===== src/rtl/gray_adaptive_threshold.sv =====
// gray_adaptive_threshold: binarises an 8-bit grayscale stream against either a fixed
// threshold or the previous frame's mean luminance plus a signed offset. The mean is
// produced by a per-frame accumulator feeding a restoring divider that runs in blanking.
module gray_adaptive_threshold #(
   parameter int FRAME_PIXELS   = 384000,
   parameter int SUM_W          = 27,
   parameter int DEFAULT_THRESH = 128
) (
   input  logic       iClk,
   input  logic       iRst_n,
   input  logic       iGray_valid,
   input  logic [7:0] iGray,
   input  logic       iFrame_start,
   input  logic       iMode,
   input  logic [7:0] iFixed_thresh,
   input  logic [7:0] iOffset,
   input  logic       iInvert,
   output logic       oThresh_valid,
   output logic [7:0] oThresh,
   output logic [7:0] oLevel,
   output logic       oFrame_done
);

   localparam int CNT_W = $clog2(FRAME_PIXELS + 1);
   localparam int BIT_W = $clog2(SUM_W + 1);
   localparam logic [CNT_W-1:0] LAST_CNT  = CNT_W'(FRAME_PIXELS - 1);
   localparam logic [CNT_W-1:0] ONE_CNT   = CNT_W'(1);
   localparam logic [BIT_W-1:0] LAST_BIT  = BIT_W'(SUM_W - 1);
   localparam logic [BIT_W-1:0] ONE_BIT   = BIT_W'(1);
   localparam logic [SUM_W:0]   DIVISOR   = (SUM_W + 1)'(FRAME_PIXELS);
   localparam logic [7:0]       DEF_LEVEL = 8'(DEFAULT_THRESH);

   typedef enum logic [1:0] {
      IDLE_ACC,
      DIVIDE,
      LOAD
   } state_t;

   // reset synchroniser: assertion passes straight through, release is aligned to iClk
   logic [1:0] rst_sync_q;
   logic       rst_n;

   // two-flop release synchroniser for the asynchronous reset
   always_ff @(posedge iClk or negedge iRst_n) begin
      if (!iRst_n) begin
         rst_sync_q <= 2'b00;
      end else begin
         rst_sync_q <= {rst_sync_q[0], 1'b1};
      end
   end

   assign rst_n = rst_sync_q[1];

   // pipeline, accumulator and divider state
   logic [7:0]       pix1_q, pix1_d;
   logic             vld1_q, vld1_d;
   logic [7:0]       thr1_q, thr1_d;
   logic [7:0]       level_q, level_d;
   logic [7:0]       thresh_q, thresh_d;
   logic             thresh_valid_q, thresh_valid_d;
   logic [SUM_W-1:0] acc_q, acc_d;
   logic [CNT_W-1:0] cnt_q, cnt_d;
   state_t           state_q, state_d;
   logic [SUM_W-1:0] dq_q, dq_d;
   logic [SUM_W-1:0] rem_q, rem_d;
   logic [BIT_W-1:0] bit_q, bit_d;
   logic [7:0]       mean_q, mean_d;
   logic             done_q, done_d;

   logic [SUM_W-1:0] gray_ext;
   logic [SUM_W-1:0] snap_val;
   logic             snap_fire;
   logic signed [9:0] offset_sum;
   logic [7:0]       adapt_thr;
   logic [7:0]       thr_sel;
   logic [SUM_W:0]   rem_shift;
   logic [SUM_W:0]   rem_diff;
   logic             q_bit;
   logic             unused_rem_msb;

   assign gray_ext = {{(SUM_W - 8){1'b0}}, iGray};
   assign snap_val = acc_q + gray_ext;

   // threshold selection: fixed register or saturated (mean + signed offset)
   always_comb begin
      offset_sum = $signed({2'b00, mean_q}) + $signed({{2{iOffset[7]}}, iOffset});
      adapt_thr  = offset_sum[7:0];
      if (offset_sum < 0) begin
         adapt_thr = 8'h00;
      end else if (offset_sum > 10'sd255) begin
         adapt_thr = 8'hFF;
      end
      thr_sel = iMode ? adapt_thr : iFixed_thresh;
   end

   // two-stage compare pipeline; output forced low whenever the qualifier is low
   always_comb begin
      pix1_d         = iGray;
      vld1_d         = iGray_valid;
      thr1_d         = thr_sel;
      level_d        = thr1_q;
      thresh_valid_d = vld1_q;
      thresh_d       = 8'h00;
      if (vld1_q && ((pix1_q >= thr1_q) ^ iInvert)) begin
         thresh_d = 8'hFF;
      end
   end

   // per-frame accumulation; frame start resynchronises, last pixel hands a snapshot over
   always_comb begin
      acc_d     = acc_q;
      cnt_d     = cnt_q;
      snap_fire = 1'b0;
      if (iFrame_start) begin
         if (iGray_valid) begin
            acc_d = gray_ext;
            cnt_d = ONE_CNT;
         end else begin
            acc_d = '0;
            cnt_d = '0;
         end
      end else if (iGray_valid) begin
         if (cnt_q == LAST_CNT) begin
            snap_fire = 1'b1;
            acc_d     = '0;
            cnt_d     = '0;
         end else begin
            acc_d = snap_val;
            cnt_d = cnt_q + ONE_CNT;
         end
      end
   end

   // mean FSM: restoring division of the snapshot, one quotient bit per cycle, then load
   always_comb begin
      state_d   = state_q;
      dq_d      = dq_q;
      rem_d     = rem_q;
      bit_d     = bit_q;
      mean_d    = mean_q;
      done_d    = 1'b0;
      rem_shift = {rem_q, dq_q[SUM_W-1]};
      rem_diff  = rem_shift - DIVISOR;
      q_bit     = (rem_shift >= DIVISOR);
      case (state_q)
         IDLE_ACC: begin
            if (snap_fire) begin
               state_d = DIVIDE;
               dq_d    = snap_val;
               rem_d   = '0;
               bit_d   = '0;
            end
         end
         DIVIDE: begin
            rem_d = q_bit ? rem_diff[SUM_W-1:0] : rem_shift[SUM_W-1:0];
            dq_d  = {dq_q[SUM_W-2:0], q_bit};
            bit_d = bit_q + ONE_BIT;
            if (bit_q == LAST_BIT) begin
               state_d = LOAD;
            end
         end
         LOAD: begin
            mean_d  = (|dq_q[SUM_W-1:8]) ? 8'hFF : dq_q[7:0];
            done_d  = 1'b1;
            state_d = IDLE_ACC;
         end
         default: begin
            state_d = IDLE_ACC;
         end
      endcase
   end

   assign unused_rem_msb = rem_diff[SUM_W];

   // all state registers share the synchronised asynchronous reset
   always_ff @(posedge iClk or negedge rst_n) begin
      if (!rst_n) begin
         pix1_q         <= 8'h00;
         vld1_q         <= 1'b0;
         thr1_q         <= DEF_LEVEL;
         level_q        <= DEF_LEVEL;
         thresh_q       <= 8'h00;
         thresh_valid_q <= 1'b0;
         acc_q          <= '0;
         cnt_q          <= '0;
         state_q        <= IDLE_ACC;
         dq_q           <= '0;
         rem_q          <= '0;
         bit_q          <= '0;
         mean_q         <= DEF_LEVEL;
         done_q         <= 1'b0;
      end else begin
         pix1_q         <= pix1_d;
         vld1_q         <= vld1_d;
         thr1_q         <= thr1_d;
         level_q        <= level_d;
         thresh_q       <= thresh_d;
         thresh_valid_q <= thresh_valid_d;
         acc_q          <= acc_d;
         cnt_q          <= cnt_d;
         state_q        <= state_d;
         dq_q           <= dq_d;
         rem_q          <= rem_d;
         bit_q          <= bit_d;
         mean_q         <= mean_d;
         done_q         <= done_d;
      end
   end

   assign oThresh_valid = thresh_valid_q;
   assign oThresh       = thresh_q;
   assign oLevel        = level_q;
   assign oFrame_done   = done_q;

endmodule


===== config.mk =====
export PLATFORM = sky130hd
export DESIGN_NAME = gray_adaptive_threshold
export DESIGN_NICKNAME = d
export VERILOG_FILES = /design/src/rtl/gray_adaptive_threshold.sv
export SDC_FILE = /design/constraint.sdc
export NUM_CORES = 1
export LEC_CHECK = 0
export CAP_MARGIN = 5
export CORE_MARGIN = 2
export CORE_UTILIZATION = 50
export CTS_BUF_LIST = sky130_fd_sc_hd__clkbuf_2
export DETAILED_ROUTE_END_ITERATION = 12
export PLACE_DENSITY = 0.68
export SLEW_MARGIN = 0
export SYNTH_ARGS = -nofsm -noshare
export SYNTH_HDL_FRONTEND = slang
export SYNTH_SLANG_ARGS = --single-unit

===== constraint.sdc =====
create_clock -name iClk -period 5.6 [get_ports iClk]
set_input_delay 1.4 -clock iClk [delete_from_list [all_inputs] [get_ports iClk]]
set_output_delay 1.4 -clock iClk [all_outputs]
set_load 0.01 [all_outputs]

==> results of run 1 <==
-- layer usage --
layer	up-vias	part of all wire [%]	track usage, %
met1	2906	46	28.4
met3	29	4.2	4.22
met4	0	1.9	7.56
met5	-	0	0
met2	145	48	34.7
li1	2818	-	-
-- through the flow --
| stage | instance area (sq um) | util [%] | hold slack (ns) | worst slack (ns) | power (mW) |
|---|---|---|---|---|---|
| floorplan | 7540 | - | 0.331 | 1.27 | 1.28 |
| CTS | 8350 | 57.0 | 0.354 | 2.29 | 1.99 |
| global route | 8350 | 57.0 | 0.380 | 2.07 | 2.07 |
| global placement | 8100 | 55.3 | 0.330 | 1.62 | 1.38 |
| finish | 8350 | 57.0 | 0.315 | 2.27 | 1.97 |
| detailed placement | 8100 | 55.3 | 0.340 | 1.50 | 1.38 |
-- synth_stat cells, types with 2 or more instances --
cell type,number
dfrtp_1,142
o21ai_0,87
nand2_1,44
inv_1,35
nor2_1,35
ha_1,29
xor2_1,29
clkbuf_1,28
xnor2_1,26
a21oi_1,25
a22oi_1,25
nand3_1,24
a31oi_1,19
nor2b_1,17
nand4_1,13
or3_1,13
a21o_1,12
a22o_1,11
mux2i_1,11
nor4_1,11
nand2b_1,9
o31ai_1,9
and3_1,8
nor3_1,8
o22a_1,8
buf_4,7
o221ai_1,7
a211oi_1,6
buf_2,6
o21ai_1,6
and2_1,4
and4_1,4
a211o_1,3
a222oi_1,3
buf_1,3
dfstp_2,3
o211ai_1,3
and4b_1,2
fa_1,2
nor3b_1,2
o21a_1,2
o22ai_1,2
or2_1,2
-- area by class of cell --
type | instances | area, sq um | share of cell area [%]
multi-input combinational | 535 | 3570 | 42.8
tap | 184 | 230 | 2.76
clock inverter | 15 | 161 | 1.93
inverter | 35 | 131 | 1.57
sequential | 145 | 3640 | 43.6
timing repair buffer | 55 | 531 | 6.35
clock buffer | 17 | 85.1 | 1.02
-- power breakdown --
group / switching [mW] / internal, mW / total, mW / leakage (nW)
registers: 0.0245 / 1.08 / 1.10 / 1.81
clock network: 0.398 / 0.208 / 0.605 / 0.127
logic: 0.149 / 0.113 / 0.262 / 1.67
-- final timing paths --
kind	start	depth (start not counted)	slack, ns	endpoint
max	iFrame_start	7	2.27	dq_q[19]
min	rst_sync_q[1]	0	0.32	acc_q[24]
max reg2reg	state_q[1]	5	2.58	dq_q[19]
min reg2reg	rst_sync_q[1]	0	0.32	acc_q[24]
max in group asynchronous	rst_sync_q[1]	1	4.20	mean_q[1]
min in group iClk	level_d[7]	0	0.38	oLevel[7]
-- worst max-delay path, stage by stage --
cell	delay (ns)
clkdlybuf4s50_1	0.83
nor2b_1	0.17
nand2b_1	0.12
o31a_1	0.85
buf_4	0.40
a22oi_1	0.09
o21ai_0	0.10
-- cells by family (layout without fill, tap and decap cells) --
family                     Yosys count  count (layout)  synth area share [%]
DFF                                145             145                  48.2
and+or+nand+nor                    200             200                  13.9
other                                1               1                0.0497
xor gates and xnor gates            55              55                  6.39
muxes                               11              11                  1.46
adders and majority gates           31              31                  5.34
AOI/OAI and AO/OA                  237             237                  20.2
buffers and inverters               80             122                  4.53
-- registers in the layout (all words and copies together) (netlist names) --
name,cells
pix1_q,8
dq_q,27
oLevel,8
oThresh_valid,1
level_d,8
rst_sync_q,2
thresh_valid_d,1
cnt_q,19
acc_q,27
state_q,2
mean_q,8
oFrame_done,1
bit_q,5
oThresh,1
rem_q,27
==> metrics, run 1 <==
Non-Filler Instances=986; fin crit period=3.33 ns; routed via count=5898; Post-Route Setup TNS=0 ns; Final Hold Viols=0; Vias/cell=5.98; syn_nets=821; count of cell types in the netlist=58; CTS tree=yes; Syn Area/Cell=9.92 sq um; CP startpoint kind=input pin; total setup buffers inserted after CTS=0; drt wl/cell=16.2 um; Syn Std Cell Area=7540 sq um; RSZ-0062 raised after global routing=false; register area share after synthesis=48.2%; Critical Path RT=6.24 ns; root buffer cell=clkbuf_2; Layout Nets=850; Async SR Flop Fraction=100%; Post-synth EDFFs=0; clock skew=0.0240 ns; Cells after DPL=954; WL final=16000 um; Top FF cell, synth=dfrtp_1; dpl hpwl=11000 um; Max clock buf depth=2; most common cell after layout, fill and taps aside=dfrtp_1; clock sink count=145; H-tree levels=4; share of post-route cells with drive strength above 1=6.23%; worst vdd ir=128 uV; area grow syn2layout=10.7%; yosys warns=0; top-area cell type share of the netlist area=47.1%; total track usage=21.3%; Row Count=44; slew at the pin closest to its max-slew limit=1.24 ns; Core Area=14600 sq um; Top-Level Pins=48; fmax=300 MHz; outcome=completed; die span in y=127 um; Slew Limit Fails=0; Leak=3.60 nW; DR iter-0 viols=367; number of inserted diodes=0; largest net degree at the start of global routing=57; pwr/cell area=236 nW/um^2; Fillers=1260; Hold Crit Class=flop to async pin; Critical Path Fanout Max=30; synth top area cells=dfrtp_1, o21ai_0, ha_1; die width=127 um; Tcrit/Tclk final=59.4%; Final setup viols=0; Synth Instances=760; Initial Utilization=51.5%; post-synthesis register bit count=145; gpl congestion=0.836; CTS Buf Count=17; CP arrival=3.97 ns; Die ar.=16100 sq um; Relative slew margins=17.4%; clock slew at reported path FFs=0.21 ns; first-pass GRT wire length=27800 um; most frequent cells in the layout=dfrtp_1, o21ai_0, clkdlybuf4s50_1, nand2_1; Residual DRC=0; crit end category=flop; post-synth top area cell=dfrtp_1; antenna-violating nets left=0; Pre-Repair DR Iteration Count=5; total grt overflow=0; antenna violations before repair=0; post-cts repair resize count=0; worst skew pair latency=0.72 ns; max_cap viols=0; vias in the first global route=5806; CTS Hold Bufs=0; WS Path Type=input pin to flop; PortBufs=47
Note: power is estimated with default switching activity, not from simulation.
==> run 2: changes to the inputs <==
==> constraint.sdc (replaced) <==
create_clock -name iClk -period 3.2 [get_ports iClk]
set_input_delay 0.8 -clock iClk [delete_from_list [all_inputs] [get_ports iClk]]
set_output_delay 0.8 -clock iClk [all_outputs]
set_load 0.01 [all_outputs]
==> metrics, run 2 (same netlist as run 1, synthesis figures left out) <==
Final setup viols=0 (unchanged); CTS Buf Count=17 (unchanged); CP delay by family, top=compound AO/OA/AOI/OAI gates; Initial Utilization=51.5% (unchanged); DR iter-0 viols=530 (+44%); total setup buffers inserted after CTS=0 (unchanged); fin crit period=2.61 ns; WL final=16600 um (+4.1%); Critical path buffers and inverters=1 (-1); H-tree levels=4 (unchanged); CP dominant cell by count=o21ai_0; outcome=completed; root buffer cell=clkbuf_2; antenna-violating nets left=0 (unchanged); post-cts repair resize count=0 (unchanged); clock share of power=28.3% (-2.4 points); most frequent cells in the layout=dfrtp_1, o21ai_0, clkdlybuf4s50_1, nand2_1; total track usage=21.6% (+0.35 points); vias in the first global route=5917 (+1.9%); Pre-Repair DR Iteration Count=5 (unchanged); Tcrit/Tclk final=81.5%; CP arrival=3.18 ns (-0.79 ns); NetSw=915 uW (+60%); PortBufs=47 (unchanged); Worst path slowest cell=o21ai_2; clock skew=0.0312 ns (+0.00716 ns); Reg2Reg Launch Point=cnt_q[0]; pwr/cell area=399 nW/um^2 (+69%); Max clock buf depth=2 (unchanged); max_cap viols=0 (unchanged); Layout Nets=866 (+1.9%); CTS Hold Bufs=0 (unchanged); largest net degree at the start of global routing=63 (+11%); dpl hpwl=11600 um (+5.0%); routed via count=5983 (+1.4%); Relative slew margins=44.4% (+27 points); CP max stage delay=0.76 ns (-0.09 ns); Crit path depth=8 (+1); Final Hold Viols=0 (unchanged); Critical Path RT=3.77 ns (-2.47 ns); Core Area=14600 sq um (unchanged); Finished Cell Area=8450 sq um (+1.2%); die width=127 um (unchanged); first-pass GRT wire length=28300 um (+1.6%); switching fraction of total power=27.2% (-1.8 points); Reg power frac=57.4% (+1.4 points); share of post-route cells with drive strength above 1=7.22% (+0.99 points); Leak=3.69 nW (+2.4%); number of inserted diodes=0 (unchanged); Hold Crit Class=input pin to async pin; Critical Path Fanout Max=18 (-40%); CTS tree=yes; antenna violations before repair=0 (unchanged); dpl cell area=8250 sq um (+1.8%); area grow syn2layout=12.0%; Die ar.=16100 sq um (unchanged); Residual DRC=0 (unchanged); die span in y=127 um (unchanged); Setup crit start=cnt_q[0]; fmax=383 MHz; Top Registers=acc_q (27), dq_q (27), rem_q (27); gpl congestion=0.852 (+1.9%); Slew Limit Fails=0 (unchanged); Combinational Power Share=14.2% (+0.9 points); Row Count=44 (unchanged); CP startpoint kind=flop; final hold slack=0.247 ns (-0.0684 ns); internal power=2.45 mW (+75%); drt wl/cell=16.6 um (+2.5%); RSZ-0062 raised after global routing=false; worst vdd ir=269 uV (+110%); worst skew pair latency=0.69 ns (-0.03 ns); slew at the pin closest to its max-slew limit=0.834 ns (-0.406 ns); worst path cell trace=ha_1 > and4_1 > nand4_1 > o21ai_2 > buf_4 > a31oi_1 > o21ai_0 > o21ai_0; most common cell after layout, fill and taps aside=dfrtp_1; total grt overflow=0 (unchanged); clock slew at reported path FFs=0.19 ns (-0.02 ns); clock sink count=145 (unchanged); depth of the worst register-to-register path=8 (+3); Vias/cell=5.98 (about the same); WS Path Type=flop to flop; Top-Level Pins=48 (unchanged); crit end category=flop
## run 2: changes by cell type in the layout (fill, tap and decap cells not counted), sizes merged
cell      change
clkinv        +3
inv           -3
clkbuf        +4
buf          +16
clkinvlp      -5
## run 2: area by class of cell
class                      instances  area [sq um]
inverter                          35           131
sequential                       145          3640
multi-input combinational        535          3570
clock inverter                    10          93.8
clock buffer                      21           105
timing repair buffer              71           676
fill                            1260          6200
tap                              184           230
## run 2: metal layers
metal	global-route usage [%]	vias to the layer above	wire, um
met5	0	-	0
met2	35.3	164	7870
met3	5.02	24	805
met4	6.66	0	238
li1	-	2847	-
met1	28.8	2948	7690
## run 2: worst paths after layout
kind	end	slack (ns)
worst min-delay path	rst_sync_q[1]	0.25
min in group iClk	rst_sync_q[1]	0.38
max in group asynchronous	cnt_q[5]	1.91
worst max-delay path	cnt_q[17]	0.59
worst max register to register	cnt_q[17]	0.59
worst min register to register	rst_sync_q[1]	0.38
## run 2: power by group through the flow
stage / sequential [mW] / clock, mW / combinational (mW)
final: 1.93 / 0.954 / 0.479
after detailed placement: 1.97 / 0 / 0.479
after floorplan: 1.97 / 0 / 0.272
after CTS: 1.94 / 0.981 / 0.481
after global routing: 1.95 / 1.06 / 0.530
after global placement: 1.97 / 0 / 0.468
## run 2: stage by stage
stage / utilization (%) / cells / worst slack, ns / total power, mW / TNS, ns
after floorplan: - / 760 / 0.479 / 2.25 / 0
after global placement: 56.3 / 970 / 0.0450 / 2.43 / 0
after detailed placement: 56.3 / 970 / -0.0438 / 2.45 / -0.0715
after CTS: 57.7 / 1001 / 0.551 / 3.40 / 0
after global routing: 57.7 / 1001 / 0.340 / 3.54 / 0
final: 57.7 / 1001 / 0.592 / 3.37 / 0
